--- src/rtl/adder_arbiter_pkg.sv ---
// Shared definitions for the adder arbiter: FSM state encoding and the
// wrap-around adder that all requesters share.
package adder_arbiter_pkg;

  localparam int ADDER_W = 8;

  typedef enum logic [1:0] {
    S_IDLE = 2'd0,
    S_CALC = 2'd1,
    S_RESP = 2'd2
  } state_e;

  // The shared adder: carry-out is discarded, so the sum wraps modulo 256.
  function automatic logic [ADDER_W-1:0] adder_add(
    input logic [ADDER_W-1:0] operand0,
    input logic [ADDER_W-1:0] operand1
  );
    logic [ADDER_W-1:0] result;
    result = operand0 + operand1;
    return result;
  endfunction

endpackage

--- src/rtl/adder_arbiter_rr_pick.sv ---
// Combinational round-robin priority encoder. Searches the request vector
// starting one position after last_i, wrapping at N, and returns the first
// set bit as a one-hot grant and as a binary index.
module rr_pick #(
  parameter int N  = 4,
  parameter int IW = 2
) (
  input  logic [N-1:0]  req_i,
  input  logic [IW-1:0] last_i,
  output logic [N-1:0]  gnt_o,
  output logic [IW-1:0] idx_o,
  output logic          any_o
);

  // Walk the candidates last+1, last+2, ... (mod N) and keep the first hit.
  always_comb begin
    logic [IW:0]   cand_sum;
    logic [IW-1:0] cand;
    logic          found;
    gnt_o    = '0;
    idx_o    = '0;
    found    = 1'b0;
    cand_sum = '0;
    cand     = '0;
    for (int k = 1; k <= N; k++) begin
      cand_sum = {1'b0, last_i} + (IW+1)'(k);
      if (cand_sum >= (IW+1)'(N)) begin
        cand_sum = cand_sum - (IW+1)'(N);
      end else begin
        cand_sum = cand_sum;
      end
      cand = cand_sum[IW-1:0];
      if (!found && req_i[cand]) begin
        found        = 1'b1;
        gnt_o[cand]  = 1'b1;
        idx_o        = cand;
      end else begin
        found = found;
      end
    end
    any_o = |req_i;
  end

endmodule

--- src/rtl/adder_arbiter.sv ---
// Shares one 8-bit wrap-around adder between NUM_REQ requesters. A
// round-robin winner is accepted in IDLE, its operands are summed from
// registers in CALC, and the tagged sum is offered in RESP until consumed.
module adder_arbiter
  import adder_arbiter_pkg::*;
#(
  parameter int NUM_REQ = 4,
  parameter int ID_W    = 2,
  parameter int DATA_W  = 8
) (
  input  logic                      clk,
  input  logic                      rst,
  input  logic [NUM_REQ-1:0]        req_valid,
  output logic [NUM_REQ-1:0]        req_ready,
  input  logic [NUM_REQ*DATA_W-1:0] req_op0,
  input  logic [NUM_REQ*DATA_W-1:0] req_op1,
  output logic                      resp_valid,
  input  logic                      resp_ready,
  output logic [DATA_W-1:0]         resp_data,
  output logic [ID_W-1:0]           resp_id,
  output logic                      busy
);

  state_e              state_q, state_d;
  logic [DATA_W-1:0]   op0_q, op0_d;
  logic [DATA_W-1:0]   op1_q, op1_d;
  logic [ID_W-1:0]     id_q, id_d;
  logic [ID_W-1:0]     last_q, last_d;
  logic [DATA_W-1:0]   resp_data_q, resp_data_d;
  logic [ID_W-1:0]     resp_id_q, resp_id_d;
  logic                resp_valid_q, resp_valid_d;
  logic                busy_q, busy_d;
  logic [NUM_REQ-1:0]  ready_s;

  logic [NUM_REQ-1:0]  win_gnt_s;
  logic [ID_W-1:0]     win_idx_s;
  logic                any_req_s;
  logic [DATA_W-1:0]   sum_s;

  logic [DATA_W-1:0]   op0_arr_s [NUM_REQ];
  logic [DATA_W-1:0]   op1_arr_s [NUM_REQ];

  // Unpack the flat operand buses into per-requester slices.
  for (genvar i = 0; i < NUM_REQ; i++) begin : g_unpack
    assign op0_arr_s[i] = req_op0[i*DATA_W +: DATA_W];
    assign op1_arr_s[i] = req_op1[i*DATA_W +: DATA_W];
  end

  rr_pick #(
    .N  (NUM_REQ),
    .IW (ID_W)
  ) u_rr_pick (
    .req_i  (req_valid),
    .last_i (last_q),
    .gnt_o  (win_gnt_s),
    .idx_o  (win_idx_s),
    .any_o  (any_req_s)
  );

  // The single shared adder, always fed from the operand registers.
  always_comb begin
    sum_s = adder_add(op0_q, op1_q);
  end

  // Next-state, handshake and datapath-load decisions for the three-phase FSM.
  always_comb begin
    state_d      = state_q;
    op0_d        = op0_q;
    op1_d        = op1_q;
    id_d         = id_q;
    last_d       = last_q;
    resp_data_d  = resp_data_q;
    resp_id_d    = resp_id_q;
    resp_valid_d = resp_valid_q;
    ready_s      = '0;
    case (state_q)
      S_IDLE: begin
        if (any_req_s) begin
          ready_s = win_gnt_s;
          op0_d   = op0_arr_s[win_idx_s];
          op1_d   = op1_arr_s[win_idx_s];
          id_d    = win_idx_s;
          last_d  = win_idx_s;
          state_d = S_CALC;
        end else begin
          state_d = S_IDLE;
        end
      end
      S_CALC: begin
        resp_data_d  = sum_s;
        resp_id_d    = id_q;
        resp_valid_d = 1'b1;
        state_d      = S_RESP;
      end
      S_RESP: begin
        if (resp_valid_q && resp_ready) begin
          resp_valid_d = 1'b0;
          state_d      = S_IDLE;
        end else begin
          state_d = S_RESP;
        end
      end
      default: begin
        resp_valid_d = 1'b0;
        state_d      = S_IDLE;
      end
    endcase
    busy_d = (state_d != S_IDLE);
  end

  // State and datapath registers; reset drops any in-flight operation.
  always_ff @(posedge clk) begin
    if (rst) begin
      state_q      <= S_IDLE;
      op0_q        <= {DATA_W{1'b0}};
      op1_q        <= {DATA_W{1'b0}};
      id_q         <= {ID_W{1'b0}};
      last_q       <= ID_W'(NUM_REQ - 1);
      resp_data_q  <= {DATA_W{1'b0}};
      resp_id_q    <= {ID_W{1'b0}};
      resp_valid_q <= 1'b0;
      busy_q       <= 1'b0;
    end else begin
      state_q      <= state_d;
      op0_q        <= op0_d;
      op1_q        <= op1_d;
      id_q         <= id_d;
      last_q       <= last_d;
      resp_data_q  <= resp_data_d;
      resp_id_q    <= resp_id_d;
      resp_valid_q <= resp_valid_d;
      busy_q       <= busy_d;
    end
  end

  assign req_ready  = ready_s;
  assign resp_valid = resp_valid_q;
  assign resp_data  = resp_data_q;
  assign resp_id    = resp_id_q;
  assign busy       = busy_q;

endmodule

--- config.mk ---
export PLATFORM = sky130hd
export DESIGN_NAME = adder_arbiter
export DESIGN_NICKNAME = d
export VERILOG_FILES = /design/src/rtl/adder_arbiter_pkg.sv /design/src/rtl/adder_arbiter_rr_pick.sv /design/src/rtl/adder_arbiter.sv
export SDC_FILE = /design/constraint.sdc
export NUM_CORES = 1
export LEC_CHECK = 0
export CORE_MARGIN = 8
export CORE_UTILIZATION = 40
export DETAILED_ROUTE_END_ITERATION = 6
export PLACE_DENSITY_LB_ADDON = 0.12
export SYNTH_ARGS = -nofsm -noshare
export SYNTH_HDL_FRONTEND = slang
export SYNTH_SLANG_ARGS = --single-unit
--- constraint.sdc ---
create_clock -name clk -period 3.49 [get_ports clk]
set_input_delay 0.5235 -clock clk [delete_from_list [all_inputs] [get_ports clk]]
set_output_delay 0.5235 -clock clk [all_outputs]
set_load 0.01 [all_outputs]
==> flow_metrics.env, run 1 <==
export IMPL_grt_max_degree=35
export IMPL_cts_tree="yes"
export IMPL_synthAdderAreaFrac_pct=8.18
export IMPL_critPathArrivalTime_ns=2.80
export IMPL_yosysTopAreaCell="dfxtp_1"
export IMPL_wirelength_mm=6.52
export IMPL_syn_inst=282
export IMPL_synth_area_mm2=0.00254
export IMPL_antenna_left=0
export IMPL_seq_area_frac_synth_pct=26.8
export IMPL_clk_pin_slew_worst_paths_ns=0.06
export IMPL_drive_above_1_share_pct=12.7
export IMPL_skew_ns=0.00667
export IMPL_holdWs_ns=0.454
export IMPL_hp_class="reg -> reg"
export IMPL_synthSimpleGateAreaFrac_pct=16.7
export IMPL_worst_pin_slew_ns=0.619
export IMPL_place_ws_ns=0.160
export IMPL_synthTopCellsByArea="dfxtp_1 27%, mux2i_1 13%, ha_1 7.4%"
export IMPL_area_growth_pct=39.5
export IMPL_cts_max_path_buffers=2
export IMPL_yosys_most_used_dff="dfxtp_1"
export IMPL_hold_viol=0
export IMPL_drv_cap=0
export IMPL_fp_row_count=29
export IMPL_syn_area_per_cell_um2=9.01
export IMPL_synthDistinctLibCells=45
export IMPL_cp_max_fo=9
export IMPL_fin_crit_sh_pct=95.3
export IMPL_finalSetupTns_ns=0
export IMPL_async_flop_share_pct=0
export IMPL_fmax_ghz=0.301
export IMPL_portBuffers=86
export IMPL_initial_core_util_pct=40.7
export IMPL_critPathBufInv=2
export IMPL_power_density_mw_per_mm2=774
export IMPL_drc_errors=0
export IMPL_worstSetupEndpointType="output port"
export IMPL_synth_compound_area_share_pct=16.8
export IMPL_grt_use_total_pct=14.6
export IMPL_avgRoutedWirePerCell_um=14.9
export IMPL_yosysTopAreaCellShare_pct=26.8
export IMPL_p_leak_nw=1.41
export IMPL_required_ns=2.97
export IMPL_setup_viol=0
export IMPL_pin_count=87
export IMPL_max_stage_delay_ns=0.63
export IMPL_slew_violations=0
export IMPL_place_congestion=0.780
export IMPL_synth_edff_count=0
export IMPL_max_slew_margin_pct=58.7
export IMPL_fp_coreArea_mm2=0.00624
export IMPL_drt_initial_drc_count=115
export IMPL_dr_pass1_iters=4
export IMPL_rsz0062_at_grt="no"
export IMPL_synth_xor_area_share_pct=1.38
export IMPL_ys_ff_latch=34
export IMPL_crit_slowest_cell="mux4_2"
export IMPL_antenna_cells=0
export IMPL_root_buffer="clkbuf_8"
export IMPL_clock_latency_ns=0.29
export IMPL_nets=450
export IMPL_overflow=0
export IMPL_fin_ws_ns=0.164
export IMPL_finalCriticalPeriod_ns=3.33
export IMPL_die_h_um=95.7
export IMPL_post_cts_setup_buffers=0
export IMPL_path_class="in -> out"
export IMPL_cts_buffers=5
export IMPL_status="completed"
export IMPL_path_cells="clkdlybuf4s50_1 -> mux4_2 -> nor2b_4 -> a22oi_1 -> nor2_1 -> a221oi_1 -> nor2_1 -> clkdlybuf4s50_1"
export IMPL_crit_family="buffers and inverters"
export IMPL_synth_top_family_by_area="multiplexers"
export IMPL_antenna_found_initial=0
export IMPL_startpoint_type="input port"
export IMPL_cts_num_sinks=34
export IMPL_synthMuxAreaShare_pct=23.6
export IMPL_cts_htree_levels=2
export IMPL_yosys_warnings=0
export IMPL_grt_pass1_vias=2367
export IMPL_vias=2338
export IMPL_die_w_um=95.7
export IMPL_avgViaCountPerCell=5.33
export IMPL_grt_pass1_wl_mm=10.6
export IMPL_nFillCells=624
export IMPL_die_area_mm2=0.00916
export IMPL_hpwl_mm=5.08
export IMPL_peakVddDrop_mv=0.499
export IMPL_synth_nets=369
Yosys cell counts, types with 2 or more instances:
| cell | count |
|---|---|
| a22oi_1 | 4 |
| nand3b_1 | 18 |
| ha_1 | 15 |
| inv_1 | 10 |
| nor2_1 | 21 |
| buf_6 | 5 |
| o21a_1 | 2 |
| dfxtp_1 | 34 |
| a31oi_1 | 2 |
| o21ai_0 | 7 |
| nand2_1 | 19 |
| a221oi_1 | 5 |
| mux2i_1 | 33 |
| o21ai_1 | 16 |
| a211oi_1 | 2 |
| clkbuf_1 | 10 |
| nor2_2 | 2 |
| mux2_2 | 16 |
| clkbuf_2 | 2 |
| nor2b_1 | 5 |
| xnor2_1 | 3 |
| nor3_1 | 6 |
| buf_2 | 4 |
| a21oi_1 | 15 |
| mux4_2 | 4 |
| nand2b_1 | 3 |
what timing repair did:
action                     4_1_cts  5_1_grt
setup endpoints to repair        0        1
hold endpoints to repair         0        0
hold buffers                     0        0
resized for setup                0        1
per-stage QoR:
stage / power [W] / std cells / util (%) / cell area [µm²]
floorplan: 0.00203 / 282 / - / 2540
global placement: 0.00246 / 433 / 55.4 / 3460
detailed placement: 0.00248 / 433 / 55.4 / 3460
CTS: 0.00278 / 439 / 56.7 / 3540
global route: 0.00297 / 439 / 56.8 / 3540
finish: 0.00274 / 439 / 56.8 / 3540
final cells by class:
class / count / area [µm²] / share of cell area [%]
multi-input combinational: 216 / 1690 / 47.8
timing repair buffer: 96 / 951 / 26.8
sequential: 34 / 681 / 19.2
tap: 77 / 96.3 / 2.72
clock buffer: 6 / 82.6 / 2.33
inverter: 10 / 37.5 / 1.06
per-layer routing:
layer	vias up	track usage, %	part of all wire, %
li1	1176	-	-
met1	1085	14.5	37
met2	68	28.1	55
met3	9	5.20	6.6
met4	0	3.59	1.7
met5	-	0	0
worst reg2reg max path, stage by stage (launching register included):
cell and delay [ns]:
dfxtp_1 0.43, buf_4 0.25, mux4_2 0.63, nor2b_4 0.22, o21bai_1 0.15, a21oi_2 0.10, a22oi_4 0.14, buf_4 0.27
mux2_2 0.40, o21ai_1 0.13
worst paths after layout:
check,cells after the start,from,endpoint,slack (ns)
setup / recovery,8,req_valid[1],req_ready[3],0.16
hold reg to reg,2,resp_data[3],resp_data[3],0.45
setup reg to reg,9,last_q[0],op0_q[1],0.70
hold / removal,2,resp_data[3],resp_data[3],0.45
cell usage in the layout (no fill, tap or decap), drive strengths merged, types with 2 or more instances in the layout:
| cell | netlist | final |
|---|---|---|
| mux4 | 4 | 4 |
| buf | 10 | 10 |
| mux2 | 16 | 16 |
| a211oi | 2 | 2 |
| nand2b | 3 | 3 |
| nor2b | 7 | 7 |
| ha | 15 | 15 |
| dfxtp | 34 | 34 |
| nand2 | 19 | 19 |
| o21ai | 23 | 23 |
| nor2 | 23 | 23 |
| a21oi | 16 | 16 |
| clkbuf | 12 | 6 |
| inv | 10 | 10 |
| clkdlybuf4s50 | 0 | 85 |
| xnor2 | 3 | 3 |
| o21a | 2 | 2 |
| a22oi | 5 | 5 |
| nor3 | 6 | 6 |
| a221oi | 5 | 5 |
| mux2i | 33 | 33 |
| nand3b | 18 | 18 |
| a31oi | 2 | 2 |
where the power goes:
group / internal, W / total [W] / switching [W]
clock network: 0.000152 / 0.000289 / 0.000137
logic: 0.000977 / 0.00186 / 0.000878
registers: 0.000521 / 0.000598 / 0.0000775
sequential cells by signal, indices dropped and copies added, names as in the netlist:
signal and count:
resp_valid 1, op1_q 8, resp_data 8, op0_q 8
state_q 2, last_q 2, resp_id 2, id_q 2
busy 1
kinds of logic (layout without fill, tap and decap cells):
group / count (synthesis) / count (layout)
simple gates: 79 / 79
compound gates: 64 / 64
mux: 53 / 53
flops: 34 / 34
buf+inv: 32 / 112
fa+ha+maj: 16 / 16
xor+xnor: 4 / 4
Note: power is estimated with default switching activity, not from simulation.
==> run 2, diff against run 1 <==
SLEW_MARGIN = 0   (was default)
==> results of run 2 <==
Same layout as run 1: the final DEF is identical, and so are final timing and power.
